[src/rtl/mem_stage.sv]
// Memory pipeline stage: issues one data-memory request per load/store and holds it until acked,
// then loads the WB register; non-memory ops pass through in one cycle.
module mem_stage (
  input  logic        clk,
  input  logic        reset,
  input  logic        ex_valid,
  input  logic [31:0] ALUResult,
  input  logic [31:0] StoreData,
  input  logic [4:0]  WriteReg,
  input  logic        MemRead,
  input  logic        MemWrite,
  input  logic        MemToReg,
  input  logic        RegWrite,
  input  logic [1:0]  MemSize,
  input  logic        MemUnsigned,
  output logic        dmem_req,
  output logic        dmem_we,
  output logic [31:0] dmem_addr,
  output logic [31:0] dmem_wdata,
  output logic [3:0]  dmem_be,
  input  logic        dmem_ack,
  input  logic [31:0] dmem_rdata,
  output logic        wb_valid,
  output logic [31:0] ALUResultOut,
  output logic [31:0] MemData,
  output logic [4:0]  WriteRegOut,
  output logic        MemToRegOut,
  output logic        RegWriteOut,
  output logic        mem_stall,
  output logic        mem_misaligned
);

  typedef enum logic {IDLE = 1'b0, REQ = 1'b1} state_t;
  state_t state, state_nxt;

  logic        is_mem, misaligned, go_req;
  logic [3:0]  be_calc;
  logic [31:0] wdata_calc;
  logic [1:0]  cap_size;
  logic        cap_uns, cap_m2r, cap_rw;
  logic [4:0]  cap_wreg;
  logic [7:0]  load_byte;
  logic [15:0] load_half;
  logic [31:0] load_val;

  assign is_mem = ex_valid & (MemRead | MemWrite);

  always_comb begin
    case (MemSize)
      2'b00:   misaligned = 1'b0;
      2'b01:   misaligned = ALUResult[0];
      default: misaligned = |ALUResult[1:0];
    endcase
  end

  assign go_req = is_mem & ~misaligned;

  // Store lanes: narrow data is replicated so the byte enables alone pick the target lane.
  always_comb begin
    be_calc    = 4'b1111;
    wdata_calc = StoreData;
    case (MemSize)
      2'b00: begin
        be_calc    = 4'b0001 << ALUResult[1:0];
        wdata_calc = {4{StoreData[7:0]}};
      end
      2'b01: begin
        be_calc    = ALUResult[1] ? 4'b1100 : 4'b0011;
        wdata_calc = {2{StoreData[15:0]}};
      end
      default: ;
    endcase
  end

  always_comb begin
    case (dmem_addr[1:0])
      2'b00:   load_byte = dmem_rdata[7:0];
      2'b01:   load_byte = dmem_rdata[15:8];
      2'b10:   load_byte = dmem_rdata[23:16];
      default: load_byte = dmem_rdata[31:24];
    endcase
    load_half = dmem_addr[1] ? dmem_rdata[31:16] : dmem_rdata[15:0];
    case (cap_size)
      2'b00:   load_val = cap_uns ? {24'b0, load_byte} : {{24{load_byte[7]}}, load_byte};
      2'b01:   load_val = cap_uns ? {16'b0, load_half} : {{16{load_half[15]}}, load_half};
      default: load_val = dmem_rdata;
    endcase
  end

  always_ff @(posedge clk) begin
    if (reset) state <= IDLE;
    else       state <= state_nxt;
  end

  always_comb begin
    state_nxt = state;
    case (state)
      IDLE:    if (go_req)   state_nxt = REQ;
      REQ:     if (dmem_ack) state_nxt = IDLE;
      default: state_nxt = IDLE;
    endcase
  end

  always_comb begin
    dmem_req  = (state == REQ);
    mem_stall = ((state == IDLE) & go_req) | ((state == REQ) & ~dmem_ack);
  end

  always_ff @(posedge clk) begin
    if (reset) begin
      dmem_we        <= 1'b0;
      dmem_addr      <= '0;
      dmem_wdata     <= '0;
      dmem_be        <= '0;
      cap_size       <= '0;
      cap_uns        <= 1'b0;
      cap_wreg       <= '0;
      cap_m2r        <= 1'b0;
      cap_rw         <= 1'b0;
      wb_valid       <= 1'b0;
      ALUResultOut   <= '0;
      MemData        <= '0;
      WriteRegOut    <= '0;
      MemToRegOut    <= 1'b0;
      RegWriteOut    <= 1'b0;
      mem_misaligned <= 1'b0;
    end else begin
      mem_misaligned <= 1'b0;
      if (state == IDLE) begin
        if (go_req) begin
          dmem_we    <= MemWrite;
          dmem_addr  <= ALUResult;
          dmem_wdata <= wdata_calc;
          dmem_be    <= be_calc;
          cap_size   <= MemSize;
          cap_uns    <= MemUnsigned;
          cap_wreg   <= WriteReg;
          cap_m2r    <= MemToReg;
          cap_rw     <= RegWrite;
          wb_valid   <= 1'b0;
        end else if (is_mem) begin
          wb_valid       <= 1'b0;
          RegWriteOut    <= 1'b0;
          mem_misaligned <= 1'b1;
        end else if (ex_valid) begin
          wb_valid     <= 1'b1;
          ALUResultOut <= ALUResult;
          MemData      <= '0;
          WriteRegOut  <= WriteReg;
          MemToRegOut  <= MemToReg;
          RegWriteOut  <= RegWrite;
        end else begin
          wb_valid    <= 1'b0;
          RegWriteOut <= 1'b0;
        end
      end else if (dmem_ack) begin
        wb_valid     <= 1'b1;
        ALUResultOut <= dmem_addr;
        MemData      <= dmem_we ? 32'b0 : load_val;
        WriteRegOut  <= cap_wreg;
        MemToRegOut  <= cap_m2r;
        RegWriteOut  <= cap_rw;
      end
    end
  end

endmodule
[config.mk]
export PLATFORM = sky130hd
export DESIGN_NAME = mem_stage
export DESIGN_NICKNAME = d
export VERILOG_FILES = /design/src/rtl/mem_stage.sv
export SDC_FILE = /design/constraint.sdc
export NUM_CORES = 1
export LEC_CHECK = 0
export CAP_MARGIN = 20
export CORE_UTILIZATION = 50
export CTS_BUF_LIST = sky130_fd_sc_hd__clkbuf_2
export DETAILED_ROUTE_END_ITERATION = 10
export DONT_BUFFER_PORTS = 1
export GPL_TIMING_DRIVEN = 0
export PLACE_DENSITY = 0.73
export SLEW_MARGIN = 20
export SYNTH_ARGS = -nofsm -noshare
export SYNTH_HDL_FRONTEND = slang
export SYNTH_SLANG_ARGS = --single-unit
[constraint.sdc]
create_clock -name clk -period 3 [get_ports clk]
set_input_delay 0.3 -clock clk [delete_from_list [all_inputs] [get_ports clk]]
set_output_delay 0.3 -clock clk [all_outputs]
set_load 0.01 [all_outputs]
Word-level counts from Yosys, hierarchy flattened
Cells that the tools add are included.
{"block": "totals", "inputBits": 112, "output_inout_bits": 144, "word_cells": 87, "reg_bits": 153}
{"block": "op_classes", "shift": 1, "n_reduce_logical": 9, "bitwise": 9, "n_eq_ne": 7, "muxes": 44}
{"op": "$mux W32", "n": 13}
{"op": "$pmux W32 S2", "n": 2}
{"op": "$mux W5", "n": 5}
{"op": "$pmux W8 S3", "n": 1}
{"op": "$mux W1", "n": 18}
{"op": "$mux W16", "n": 1}
{"op": "$pmux W4 S2", "n": 1}
{"op": "$eq A2 B1 Y1 const B", "n": 3}
{"op": "$logic_not A2 Y1", "n": 3}
{"op": "$ne A2 B2 Y1 const B", "n": 3}
{"op": "$and A1 B1 Y1", "n": 4}
{"op": "$mux W4", "n": 1}
{"op": "$pmux W1 S2", "n": 2}
{"op": "$reduce_and A2 Y1", "n": 2}
{"op": "$reduce_and A4 Y1", "n": 1}
{"op": "$shl A1 B2 Y4 const A", "n": 1}
{"op": "$not A1 Y1", "n": 3}
{"op": "$reduce_or A3 Y1", "n": 1}
{"op": "$eq A2 B2 Y1 const B", "n": 1}
{"op": "$or A1 B1 Y1", "n": 2}
{"op": "$reduce_bool A2 Y1", "n": 1}
{"op": "$reduce_or A2 Y1", "n": 1}

Logic depth before layout (Yosys ltp)
Gate-level depths: netlist (run 1).
{"block": "logic_depth", "word_depth": 7, "mapped_depth": 8, "depth_no_buf": 4}

Least setup slack after synthesis (run 1)
OpenSTA, ideal clock, no wires.
{"block": "synth_path", "kind": "register to register", "start": "register state (netlist: dmem_req)", "end": "register MemData[10]", "required_time_ps": 2883, "period_less_slack_ps": 1877, "stages_incl_launch_ff": 7, "arrival_ps": 1760, "path_slack_ps": 1123, "setup_ps": 117, "n_path_buf": 3, "cell_sequence": "dfxtp_1 > buf_2 > or4b_1 > and3b_1 > buf_2 > buf_2 > a22o_1"}
{"block": "synth_via", "elab_chain_len": 2, "elab_cells_between_ends": 6, "classes_between": "3 x eq/ne; 1 x mux; 2 x reduce/logical"}
{"item": "start: declaration", "line_no": "34", "source": "state_t state, state_nxt;"}
{"item": "start signal: assignment", "line_no": "92", "source": "else state <= state_nxt;"}
{"item": "$ne A2 B2 Y1 (no source line) / $reduce_bool A2 Y1 (equally long branches)"}
{"item": "$reduce_and A4 Y1 (no source line)"}
{"item": "end signal: assignment", "line_no": "159", "source": "MemData <= dmem_we ? 32'b0 : load_val;"}
{"item": "end: declaration", "line_no": "25", "source": "output logic [31:0] MemData,"}
Parallel ways exist; a longest one is shown, timed or not.
A chain may end at the register's enable or synchronous reset.

Worst setup path in the final report (run 1)
{"block": "layout_path", "start": "input ALUResult[0]", "end": "output mem_stall"}
{"block": "layout_via", "elab_chain_len": 6}
{"item": "start: declaration", "line_no": "7", "source": "input logic [31:0] ALUResult,"}
{"item": "$reduce_or A2 Y1", "line_no": "52", "source": "default: misaligned = |ALUResult[1:0];"}
{"item": "$pmux W1 S2 *", "line_no": "49", "source": "case (MemSize)"}
{"item": "$not A1 Y1 *", "line_no": "56", "source": "assign go_req = is_mem & ~misaligned;"}
{"item": "$and A1 B1 Y1 *", "line_no": "56"}
{"item": "$and A1 B1 Y1 *", "line_no": "106", "source": "mem_stall = ((state == IDLE) & go_req) | ((state == REQ) & ~dmem_ack);"}
{"item": "$or A1 B1 Y1 *", "line_no": "106"}
{"item": "end: declaration", "line_no": "29", "source": "output logic mem_stall,"}
Mark *: on every way between the ends. The rest lies on a longest branch, timed or not.

==> reports/qor.txt, run 1 <==
Outcome: finished, final reports clean
Worst path top cell family by delay: buffers and inverters
Gp weighted congestion: 0.921
Core ar.: 0.0128 mm^2
Worst-Margin Slew: 868 ps
Rel. slew slack: 0.422
Io pins: 256
Setup ws final: 174 ps
VDD IR max: 0.000332 V
CTS root buffer: clkbuf_2
DR vias: 6770
Yosys top cell area share: 0.457
DRT iter0 DRCs: 460
Vias in the first global route: 6839
RSZ-0062 raised after global routing: false
Max stage delay on crit path: 550 ps
Top cells by area, synth: dfxtp_1 (46%), mux2i_1 (9.7%), nand2_1 (8.7%)
Distinct cells, synth: 44
Most frequent CP cell: clkbuf_1
ANT nets after route: 0
Worst-skew pair later-pin latency: 720 ps
Setup CP Type: in -> out
Synthesized instance count: 794
WP buf/inv: 3
Layout cell share with drive strength beyond 1: 0.0603
Final period util: 0.942
Mapped cell area: 0.00671 mm^2
Top_reg_cell synth: dfxtp_1
H-tree level count: 4
Yosys warns: 0
Setup Skew: 28.7 ps
Number of slew-limit violations in the final report: 0
Synth Area per Inst: 8.45 um^2
Final Hold Fails: 0
Worst-path clk slew: 190 ps
Post-synthesis sequential area ratio: 0.457
DP Area: 0.00692 mm^2
Largest net degree at the start of global routing: 17
Pwr dens: 495 mW/mm^2
WL final: 23100 um
Commonest cells in the netlist: nand2_1 (156), dfxtp_1 (153), a21oi_1 (98)
Critical Path RT: 2700 ps
Worst-path cell chain: dlygate4sd3_1 > clkbuf_1 > o21ai_0 > nand4b_1 > clkbuf_1 > nand2_1
Die Width: 118 um
Final HPWL DP: 15900 um
First-pass GRT wire length: 35700 um
Tot GR Track Use: 0.329
Yosys reg bits: 153
# DRC: 0
Post-place setup slack: 502 ps
Starting density of the core: 0.523
CTS Buf Count: 17
Clock sinks: 153
Setup TNS: 0 ps
CP endpoint kind: output pin
Via/cell ratio: 6.06
Area leader, netlist: dfxtp_1
Die ar.: 0.0139 mm^2
Final setup viols: 0
Cell area after layout: 0.00835 mm^2
Number of enable flip-flop cells after synthesis: 0
Num rows: 41
Gr ovfl total: 0
Most common cell in the synthesized netlist: nand2_1
TritonCTS clock tree: done
First-pass detailed-route iteration total: 5
Syn Nets: 906
Maximum clock rate: 354 MHz
Max Cap Viol: 0
Port bufs: 0
CP Data Arrival Time: 2530 ps
CTS Buffer Depth: 2
LEAKAGE: 3.04 nW
Critical Path Fanout Max: 10
Max stage delay cell, worst path: dlygate4sd3_1
Final #Nets: 1044
Worst hold margin: 90.5 ps
Mean routed wirelength per cell: 20.7 um
Async set or reset register ratio after synthesis: 0
Die Y: 118 um
Startpoint Class: input port
Tot Pwr: 4.13 mW
Hold WC Path Type: in -> reg
Layout overhead on the synthesized area: 24.4%
Final Critical Period: 2830 ps
Antenna violations before repair: 0
-- worst paths after layout --
path                               to  cells past startpoint  slack, ps                     start
max                         mem_stall                      6        170              ALUResult[0]
min           MemData[6]$_SDFFE_PP0P_                      3         90                  ex_valid
min reg2reg  cap_wreg[2]$_SDFFE_PP0P_                      2        480  cap_wreg[2]$_SDFFE_PP0P_
max reg2reg   MemData[5]$_SDFFE_PP0P_                      8        220       dmem_req$_SDFF_PP0_
-- power breakdown --
part	internal, mW	leakage (nW)	switching [mW]
Clock	0.449	0.140	0.709
Sequential	2.14	1.25	0.136
Combinational	0.295	1.65	0.395
Total	2.89	3.04	1.24
-- what timing repair did --
action | 4_1_cts | 5_1_grt
endpoints found under the setup margin | 0 | 2
setup buffers | 0 | 0
resized for setup | 0 | 2
hold endpoints to repair | 148 | 0
hold buffers | 119 | 0
-- layer usage --
| layer | track usage | share of wire |
|---|---|---|
| met4 | 0.201 | 0.049 |
| met2 | 0.553 | 0.48 |
| met1 | 0.360 | 0.37 |
| met3 | 0.104 | 0.094 |
| met5 | 0 | 0 |
-- tightest hold or removal path, delay by kind of cell --
family / cells / cell delay (ps)
AOI/OAI and AO/OA: 2 / 250
and+or+nand+nor: 1 / 240
-- cell type report --
class,instances,area (um^2)
fillers,1108,4480
well taps,172,215
flip-flops and latches,153,3060
multi-input cells,558,3280
diodes,1,2.50
repair buffers,119,1190
plain buffers,72,327
clock buffers,19,95.1
clock inverters,13,134
inverters,11,41.3
-- cells by family after synthesis --
logic type / Yosys count / synth area share
compound gates: 243 / 0.235
simple gates: 243 / 0.145
flops: 153 / 0.457
buf+inv: 83 / 0.0547
mux: 72 / 0.109
-- layout by cell type (no fill, tap or decap), drive strengths merged, types with 2 or more instances in the layout --
master,synthesis,routed
a211oi,55,55
bufinv,0,3
a221oi,2,2
nand2b,6,6
or3,2,2
mux2i,65,65
inv,10,10
nor2b,3,3
dlygate4sd3,0,119
nand2,156,156
dfxtp,153,153
buf,27,27
o2bb2ai,7,7
clkinv,1,10
mux2,7,7
a21oi,98,98
a21boi,6,6
o21bai,3,3
o21ai,32,32
nor2,67,67
clkbuf,45,64
a311oi,7,7
a32o,6,6
a22o,10,10
o211ai,8,8
-- metrics by stage --
stage / cells / utilization
global placement: 966 / 0.540
CTS: 1117 / 0.651
floorplan: 794 / -
detailed placement: 966 / 0.540
finish: 1118 / 0.651
global route: 1117 / 0.651
-- registers in the layout, summed over array words and instances, names as in the netlist --
name,count
cap_wreg,5
dmem_we,1
dmem_be,4
cap_rw,1
cap_size,2
MemToRegOut,1
RegWriteOut,1
dmem_addr,32
cap_m2r,1
mem_misaligned,1
dmem_req,1
ALUResultOut,32
wb_valid,1
MemData,32
WriteRegOut,5
dmem_wdata,32
cap_uns,1
Power figures use the tool's default switching activity.
==> run 2: changes to the inputs <==
Settings changed: CELL_PAD_IN_SITES_DETAIL_PLACEMENT from default to 1, CELL_PAD_IN_SITES_GLOBAL_PLACEMENT from default to 1, PLACE_DENSITY 0.73 to 0.94, SKIP_LAST_GASP from default to 1.
==> reports/qor.txt, run 2 (synthesized netlist as in run 1, its figures left out) <==
Starting density of the core: 0.523 (unchanged)
Gp weighted congestion: 0.953 (+3.4%)
VDD IR max: 0.000340 V (+2.3%)
Worst-path cell chain: buf_2 > nor2b_1 > nand4b_1 > clkbuf_2 > nand2_1
Pwr dens: 520 mW/mm^2 (+5.1%)
Io pins: 256 (unchanged)
Critical Path RT: 2700 ps (about the same)
Final period util: 0.976 (+0.0341)
First-pass detailed-route iteration total: 6 (+1)
Layout cell share with drive strength beyond 1: 0.0677 (+0.00741)
Most common cell after layout, fill and taps aside: nand2_1
Max stage delay cell, worst path: nand4b_1
Fill count: 1522 (+37%)
Cell Count, Final, Fillers Out: 1121 (+0.27%)
Worst-path clk slew: 240 ps (+50 ps)
Hold Crit Depth: 3 (unchanged)
Antenna violations before repair: 4 (+4)
Gr ovfl total: 0 (unchanged)
DR vias: 7522 (+11%)
Commonest non-fill, non-tap cells in the layout: nand2_1 (156), dfxtp_1 (153), dlygate4sd3_1 (119), a21oi_1 (98), nor2_1 (67)
DRT iter0 DRCs: 760 (+65%)
H-tree level count: 4 (unchanged)
Die Width: 118 um (unchanged)
Final setup viols: 0 (unchanged)
WL final: 31700 um (+37%)
Worst-skew pair later-pin latency: 770 ps (+50 ps)
Rel. slew slack: 0.418 (-0.00375)
CP Data Arrival Time: 2630 ps (+100 ps)
Die Y: 118 um (unchanged)
Final #Nets: 1044 (unchanged)
Die ar.: 0.0139 mm^2 (unchanged)
Maximum clock rate: 341 MHz (-3.5%)
CP endpoint kind: output pin
Final Critical Period: 2930 ps (+102 ps)
Max stage delay on crit path: 430 ps (-120 ps)
Hold WC Path Type: in -> reg
RSZ-0062 raised after global routing: true
TritonCTS clock tree: done
Core ar.: 0.0128 mm^2 (unchanged)
Multi-input gate area in the final layout: 0.00328 mm^2 (unchanged)
Num rows: 41 (unchanged)
Setup CP Type: reg -> out
Outcome: finished, final reports clean
WP buf/inv: 2 (-1)
LEAKAGE: 3.03 nW (-0.19%)
Max Cap Viol: 0 (unchanged)
Via/cell ratio: 6.71 (+11%)
Cell area after layout: 0.00839 mm^2 (+0.49%)
Number of slew-limit violations in the final report: 0 (unchanged)
Tot GR Track Use: 0.451 (+0.122)
Port bufs: 0 (unchanged)
Critical path depth: 5 (-1)
CTS Buffer Depth: 2 (unchanged)
Register Area: 0.00306 mm^2 (unchanged)
# DRC: 0 (unchanged)
Final Hold Fails: 0 (unchanged)
Startpoint Class: flop
Mean routed wirelength per cell: 28.3 um (+37%)
CTS Buf Count: 17 (unchanged)
Clock sinks: 153 (unchanged)
Critical Path Fanout Max: 10 (unchanged)
DP Area: 0.00692 mm^2 (unchanged)
CTS root buffer: clkbuf_2
Worst-Margin Slew: 873 ps (+5.63 ps)
Worst path top cell family by delay: simple AND/OR/NAND/NOR gates
Largest net degree at the start of global routing: 17 (unchanged)
R2R cell count: 8 (unchanged)
Inst Count DP: 966 (unchanged)
ANT nets after route: 0 (unchanged)
First-pass GRT wire length: 47500 um (+33%)
Layout overhead on the synthesized area: 25.1%
Vias in the first global route: 8114 (+19%)
Final HPWL DP: 17500 um (+10%)
Setup TNS: 0 ps (unchanged)
Setup Skew: 30.7 ps (+1.97 ps)
run 2: cell count changes in the layout (fill, tap and decap cells not counted), sizes merged:
cell	before	now
clkbuf	64	62
clkinv	10	7
diode	1	4
clkinvlp	1	5
inv	10	11
run 2: per-layer routing:
metal,vias to the layer above,wire length [um],GRT usage
met5,-,0,0
met4,0,2200,0.329
met3,196,2970,0.148
met2,566,15900,0.789
met1,3678,10600,0.445
li1,3082,-,-
run 2: worst min-delay path: stages:
cell	delay, ps
a311oi_1	70
o2bb2ai_1	160
a21boi_0	230
run 2: what timing repair did:
item / in CTS / in global routing
hold endpoints to repair: 147 / 0
setup buffers: 0 / 0
endpoints found under the setup margin: 0 / 2
resized for setup: 0 / 4
hold buffers: 119 / 0
run 2: area by class of cell:
cell class                      instances  area share
Antenna cell                            4     0.00119
Buffer                                 72      0.0391
Clock buffer                           17      0.0101
Clock inverter                         15      0.0210
Inverter                               11     0.00492
Multi-Input combinational cell        558       0.391
Sequential cell                       153       0.365
Tap cell                              172      0.0257
Timing Repair Buffer                  119       0.142
run 2: where the power goes:
group / switching [mW] / internal (mW) / total [mW]
logic: 0.473 / 0.298 / 0.771
registers: 0.151 / 2.15 / 2.30
clock network: 0.830 / 0.463 / 1.29
total: 1.45 / 2.91 / 4.36
run 2: metrics by stage:
stage | total power [mW] | setup WS [ps] | hold WS [ps] | utilization
after floorplan | 2.68 | 1120 | 436 | -
after global placement | 2.81 | 652 | 438 | 0.540
after detailed placement | 2.85 | 520 | 444 | 0.540
after CTS | 4.22 | 106 | 38.0 | 0.653
after global routing | 4.46 | -107 | 52.6 | 0.654
final | 4.36 | 71.3 | 54.2 | 0.654
run 2: final timing paths:
path         slack, ps                startpoint                       end
max reg2reg        160       dmem_req$_SDFF_PP0_   MemData[5]$_SDFFE_PP0P_
min                 50            dmem_rdata[11]   MemData[3]$_SDFFE_PP0P_
min reg2reg        510  cap_wreg[3]$_SDFFE_PP0P_  cap_wreg[3]$_SDFFE_PP0P_
max                 70       dmem_req$_SDFF_PP0_                 mem_stall
